<file path="config.mk">
export PLATFORM = sky130hd
export DESIGN_NAME = nrisc_busca_instrucao
export DESIGN_NICKNAME = d
export VERILOG_FILES = /design/src/rtl/nrisc_busca_instrucao.sv
export SDC_FILE = /design/constraint.sdc
export NUM_CORES = 2
export LEC_CHECK = 0
export ABC_CLOCK_PERIOD_IN_PS = 4550
export BUFFER_PORTS_ARGS = -buffer_cell sky130_fd_sc_hd__buf_2
export CAP_MARGIN = 0
export CELL_PAD_IN_SITES_DETAIL_PLACEMENT = 1
export CELL_PAD_IN_SITES_GLOBAL_PLACEMENT = 1
export CORE_AREA = 2 2 426 428
export CTS_BUF_LIST = sky130_fd_sc_hd__clkbuf_8
export DETAILED_ROUTE_END_ITERATION = 16
export DIE_AREA = 0 0 428 430
export GPL_ROUTABILITY_DRIVEN = 0
export PLACE_DENSITY = 0.79
export SLEW_MARGIN = 20
export SYNTH_ARGS = -nofsm -noshare
export SYNTH_HDL_FRONTEND = slang
export SYNTH_SLANG_ARGS = --single-unit
</file>
<file path="constraint.sdc">
create_clock -name clock -period 4.55 [get_ports clock]
set_input_delay 0.455 -clock clock [delete_from_list [all_inputs] [get_ports clock]]
set_output_delay 0.455 -clock clock [all_outputs]
set_load 0.03 [all_outputs]
</file>
<file path="src/rtl/nrisc_busca_instrucao.sv">
// nrisc_busca_instrucao: instruction-fetch unit of the nRisc monocycle core.
//   Holds the program ROM, the PC and the run state. A program is shifted in through the
//   serial load port after reset, after which the unit fetches rom[pc] every cycle and
//   computes the next PC from the control decoder outputs and the ULA zero flag.
// Optional feature: define NRISC_PASSO_EN to add the single-step input `passo`.
// Ports:
//   clock, reset        rising-edge clock, asynchronous active-high reset
//   passo               (NRISC_PASSO_EN only) RUN advances only on edges where passo=1
//   carga_valido/dado   load word strobe and data, written to rom[wptr] in LOAD
//   carga_fim           end of program load, enters RUN with pc=0
//   carga_pronto        high exactly while in LOAD
//   EscPC, Jump, BEQ    control decoder outputs (EscPC=0 means HALT)
//   ZeroULA             ULA zero flag, branch taken when 1
//   instrucao, opcode, imediato  current instruction word and its fields
//   pc                  current program counter
//   parado              core halted
module nrisc_busca_instrucao #(
    parameter int unsigned PC_WIDTH    = 8,
    parameter int unsigned INSTR_WIDTH = 8
) (
    input  logic                   clock,
    input  logic                   reset,
`ifdef NRISC_PASSO_EN
    input  logic                   passo,
`endif
    input  logic                   carga_valido,
    input  logic [INSTR_WIDTH-1:0] carga_dado,
    input  logic                   carga_fim,
    output logic                   carga_pronto,
    input  logic                   EscPC,
    input  logic                   Jump,
    input  logic                   BEQ,
    input  logic                   ZeroULA,
    output logic [INSTR_WIDTH-1:0] instrucao,
    output logic [2:0]             opcode,
    output logic [INSTR_WIDTH-4:0] imediato,
    output logic [PC_WIDTH-1:0]    pc,
    output logic                   parado
);

    localparam int unsigned ImmWidth = INSTR_WIDTH - 3;
    localparam int unsigned RomDepth = 2 ** PC_WIDTH;

    // HALT opcode with zero immediate; shown outside RUN so control deasserts all writes.
    localparam logic [INSTR_WIDTH-1:0] InstrHalt = {3'b110, {ImmWidth{1'b0}}};

    typedef enum logic [1:0] {
        StLoad,
        StRun,
        StHalted
    } state_e;

    state_e                   state;
    logic [PC_WIDTH-1:0]      wptr;
    logic [INSTR_WIDTH-1:0]   rom [RomDepth];
    logic                     passo_en;
    logic                     rom_we;
    logic [PC_WIDTH-1:0]      pc_inc;
    logic [PC_WIDTH-1:0]      pc_desvio;
    logic [PC_WIDTH-1:0]      imm_ext;

`ifdef NRISC_PASSO_EN
    assign passo_en = passo;
`else
    assign passo_en = 1'b1;
`endif

    // Combinational fetch; the word is replaced by HALT outside RUN.
    assign instrucao    = (state == StRun) ? rom[pc] : InstrHalt;
    assign opcode       = instrucao[INSTR_WIDTH-1 -: 3];
    assign imediato     = instrucao[ImmWidth-1:0];
    assign carga_pronto = (state == StLoad);
    assign parado       = (state == StHalted);

    assign rom_we    = (state == StLoad) && carga_valido;
    assign imm_ext   = {{(PC_WIDTH - ImmWidth){imediato[ImmWidth-1]}}, imediato};
    assign pc_inc    = pc + 1'b1;
    assign pc_desvio = pc_inc + imm_ext;  // wraps modulo 2**PC_WIDTH

    // ROM storage survives reset on purpose.
    always_ff @(posedge clock) begin
        if (rom_we) begin
            rom[wptr] <= carga_dado;
        end
    end

    always_ff @(posedge clock or posedge reset) begin
        if (reset) begin
            state <= StLoad;
            pc    <= '0;
            wptr  <= '0;
        end else begin
            unique case (state)
                StLoad: begin
                    if (carga_valido) begin
                        wptr <= wptr + 1'b1;
                    end
                    // Writing the last address starts the program without carga_fim.
                    if (carga_fim || (carga_valido && (wptr == {PC_WIDTH{1'b1}}))) begin
                        state <= StRun;
                        pc    <= '0;
                    end
                end
                StRun: begin
                    if (passo_en) begin
                        if (!EscPC) begin
                            state <= StHalted;
                        end else if (Jump || (BEQ && ZeroULA)) begin
                            pc <= pc_desvio;
                        end else begin
                            pc <= pc_inc;
                        end
                    end
                end
                StHalted: begin
                    state <= StHalted;
                end
                default: begin
                    state <= StLoad;
                end
            endcase
        end
    end

endmodule

</file>
==> reports/metrics.csv <==
metric,value,unit
outcome,finished with violations,
violated checks,setup timing,
most common cell in the netlist,edfxtp_1,
Num CTS Buffers,339,
Final Hold Viols,0,
Ys Warns,0,
Area contributors post-synth,"edfxtp_1 (76%), mux4_2 (18%), nor2_1 (1.3%), dfrtp_1 (0.56%), clkbuf_1 (0.43%)",
period utilization,1.26,
fmax,0.175,GHz
R2R setup slack,-1.17,ns
core box area,180000,um^2
DR vias/cell,6.26,
WL final,227,mm
gr usage total,0.243,
syn nets,3500,
first-pass GRT wire length,322,mm
"EDFF count, synth",2048,
syn avg cell area,23.2,um^2
vias in the first global route,43234,
count of final setup violators,23,
Clock Skew,0.109,ns
CP startpoint kind,flop,
fraction of layout instances using a drive strength above 1,0.359,
hold_sp,carga_dado[6],
clk sinks,2066,
pwr dens,508,nW/um^2
Initial Util,0.447,
Fill cells,15688,
"Max FO, Critical Path",8,
WP data arrival,6.59,ns
die width,428,um
Synth Register Bits,2066,
Cell variety after synth,51,
post-synth top area share,0.765,
number of max-cap violations,0,
fraction of registers with async set/reset,0.00871,
worst reg2reg path depth,21,
Port Buffers,41,
"top cells by count, synth","edfxtp_1 (2048), mux4_2 (650), nor2_1 (272), clkbuf_1 (93), nand2_1 (54)",
Layout Nets,4087,
Avg WL per Cell,34.1,um
Hold Path End,rom[243][6]$_DFFE_PP_,
largest net degree at the start of global routing,167,
worst hold slack,0.134,ns
initial drt markers,6005,
post-synthesis sequential area ratio,0.770,
WP data required,5.42,ns
initial antenna violation count,15,
"Top FF cell, synth",edfxtp_1,
RSZ-0062 raised after global routing,true,
worst slew pin tran,1.20,ns
type of the most critical hold path,input pin to flop,
DP HPWL,128,mm
Worst setup EP type,flop,
"Worst Setup Slack, final",-1.17,ns
row cnt,156,
clk buf depth,4,
GRT overflow,0,
H-Tree Depth,5,
final worst path period need,5.72,ns
static leakage,0.0292,uW
clock latency on the worst-skew pair,1.07,ns
Die Height,430,um
Pre-antenna DRT Iters,5,
DIE AREA,184000,um^2
post-synthesis cell count,3468,
Post-DRT Antenna Nets,0,
Peak supply drop,0.000347,V
capture point of the worst reg-to-reg path,pc[7]$_DFFE_PP0P_,
via count,41711,
CTS tree,yes,
IO Pins,42,
WS Path Type,flop to flop,
dpl ws,-0.546,ns
Root Buffer,clkbuf_8,
final slew viol count,0,
synthesized cell area,80400,um^2
relative slew slack,0.200,
cell depth of the worst hold path,1,
Final Core Density,0.519,
# DRC,0,
Setup TNS,-14.90,ns
Yosys top cell by area,edfxtp_1,
worst reg2reg startpoint,pc[0]$_DFFE_PP0P_,
"Reg clk slew, reported paths",0.06,ns
area grow syn2layout,16.0,%
total power,47300,uW
layout make-up:
cell class                      instances  area [um^2]  share of cell area
Sequential cell                      2066        62000               0.664
Antenna cell                            7         17.5            0.000188
Multi-Input combinational cell       1180        17600               0.189
Tap cell                             2370         2970              0.0318
Inverter                               17         76.3            0.000818
Timing Repair Buffer                  451         4780              0.0513
Clock buffer                          345         4750              0.0509
Clock inverter                        227         1060              0.0113
power by group:
group,leakage (uW),switching [uW],internal [uW]
Clock,0.00334,7520,7290
Sequential,0.0186,201,21000
Combinational,0.00718,6060,5240
Total,0.0292,13800,33600
logic make-up after synthesis:
family | Yosys count | synth area share
compound gates | 74 | 0.00618
xor+xnor | 19 | 0.00207
fa+ha+maj | 16 | 0.00258
buf+inv | 222 | 0.0129
flops | 2066 | 0.770
mux | 683 | 0.186
simple gates | 388 | 0.0199
through the flow:
stage	std cells	area [um^2]
global placement	5963	85500
floorplan	3468	80700
global route	6659	93200
CTS	6600	92600
finish	6663	93300
detailed placement	5963	85500
state kept, by name (all words and copies together) (netlist names):
signal / count
rom: 2048
pc: 8
wptr: 8
state: 2
critical path, cell delays in order (launching register included):
cell	delay [ns]
dfrtp_4	0.48
buf_12	0.17
buf_16	0.19
buf_8	0.15
buf_12	0.12
mux4_2	0.54
mux4_2	0.55
mux4_2	0.53
mux2_4	0.34
o211ai_4	0.21
inv_4	0.05
buf_6	0.12
ha_4	0.20
a21o_1	0.19
a21oi_2	0.18
o21bai_1	0.12
a21oi_2	0.21
o21bai_1	0.10
a21oi_1	0.21
xor2_1	0.34
a21oi_2	0.13
o31ai_2	0.38
placed cells by master (no fill, tap or decap), drive strengths merged, types with 2 or more instances in the layout:
master          n
edfxtp       2048
mux4          650
buf           430
clkbuf        355
nor2          272
clkinv        121
inv           115
nand2          54
mux2i          31
a21oi          20
dfrtp          18
ha             15
nand3          12
o221ai         12
xnor2          12
o21ai          12
dlygate4sd3    10
o22ai           9
nor3            8
nor2b           8
and2            8
diode           7
xor2            7
nand2b          6
and3            5
nand4           5
bufinv          5
o21bai          5
or2             3
clkinvlp        3
a21o            2
a21boi          2
nor3b           2
a31oi           2
mux2            2
o211ai          2
a211oi          2
timing repair:
item | 4_1_cts | 5_1_grt
pin swaps | 12 | 20
cloned | 9 | 3
setup endpoints to repair | 21 | 23
gates resized for setup | 112 | 44
hold buffers | 7 | 3
endpoints found under the hold margin | 41 | 126
setup buffers | 50 | 52
worst max-delay path by stage:
stage,startpoint,endpoint,slack (ns),cells after the start
2_1_floorplan,pc[0]$_DFFE_PP0P_,pc[7]$_DFFE_PP0P_,-0.18,21
3_3_place_gp,pc[0]$_DFFE_PP0P_,pc[7]$_DFFE_PP0P_,-0.53,16
3_5_place_dp,pc[0]$_DFFE_PP0P_,pc[7]$_DFFE_PP0P_,-0.55,16
4_1_cts,pc[0]$_DFFE_PP0P_,instrucao[2],-0.73,11
5_1_grt,pc[0]$_DFFE_PP0P_,pc[7]$_DFFE_PP0P_,-1.08,24
6_report,pc[0]$_DFFE_PP0P_,pc[7]$_DFFE_PP0P_,-1.17,21
routing by layer:
metal / wire length [um] / track usage / up-vias
met5: 64 / 0 / -
met4: 11700 / 0.111 / 10
met3: 22100 / 0.0503 / 726
met2: 112000 / 0.397 / 3001
met1: 81900 / 0.316 / 22069
li1: - / - / 15905
Note: power is estimated with default switching activity, not from simulation.
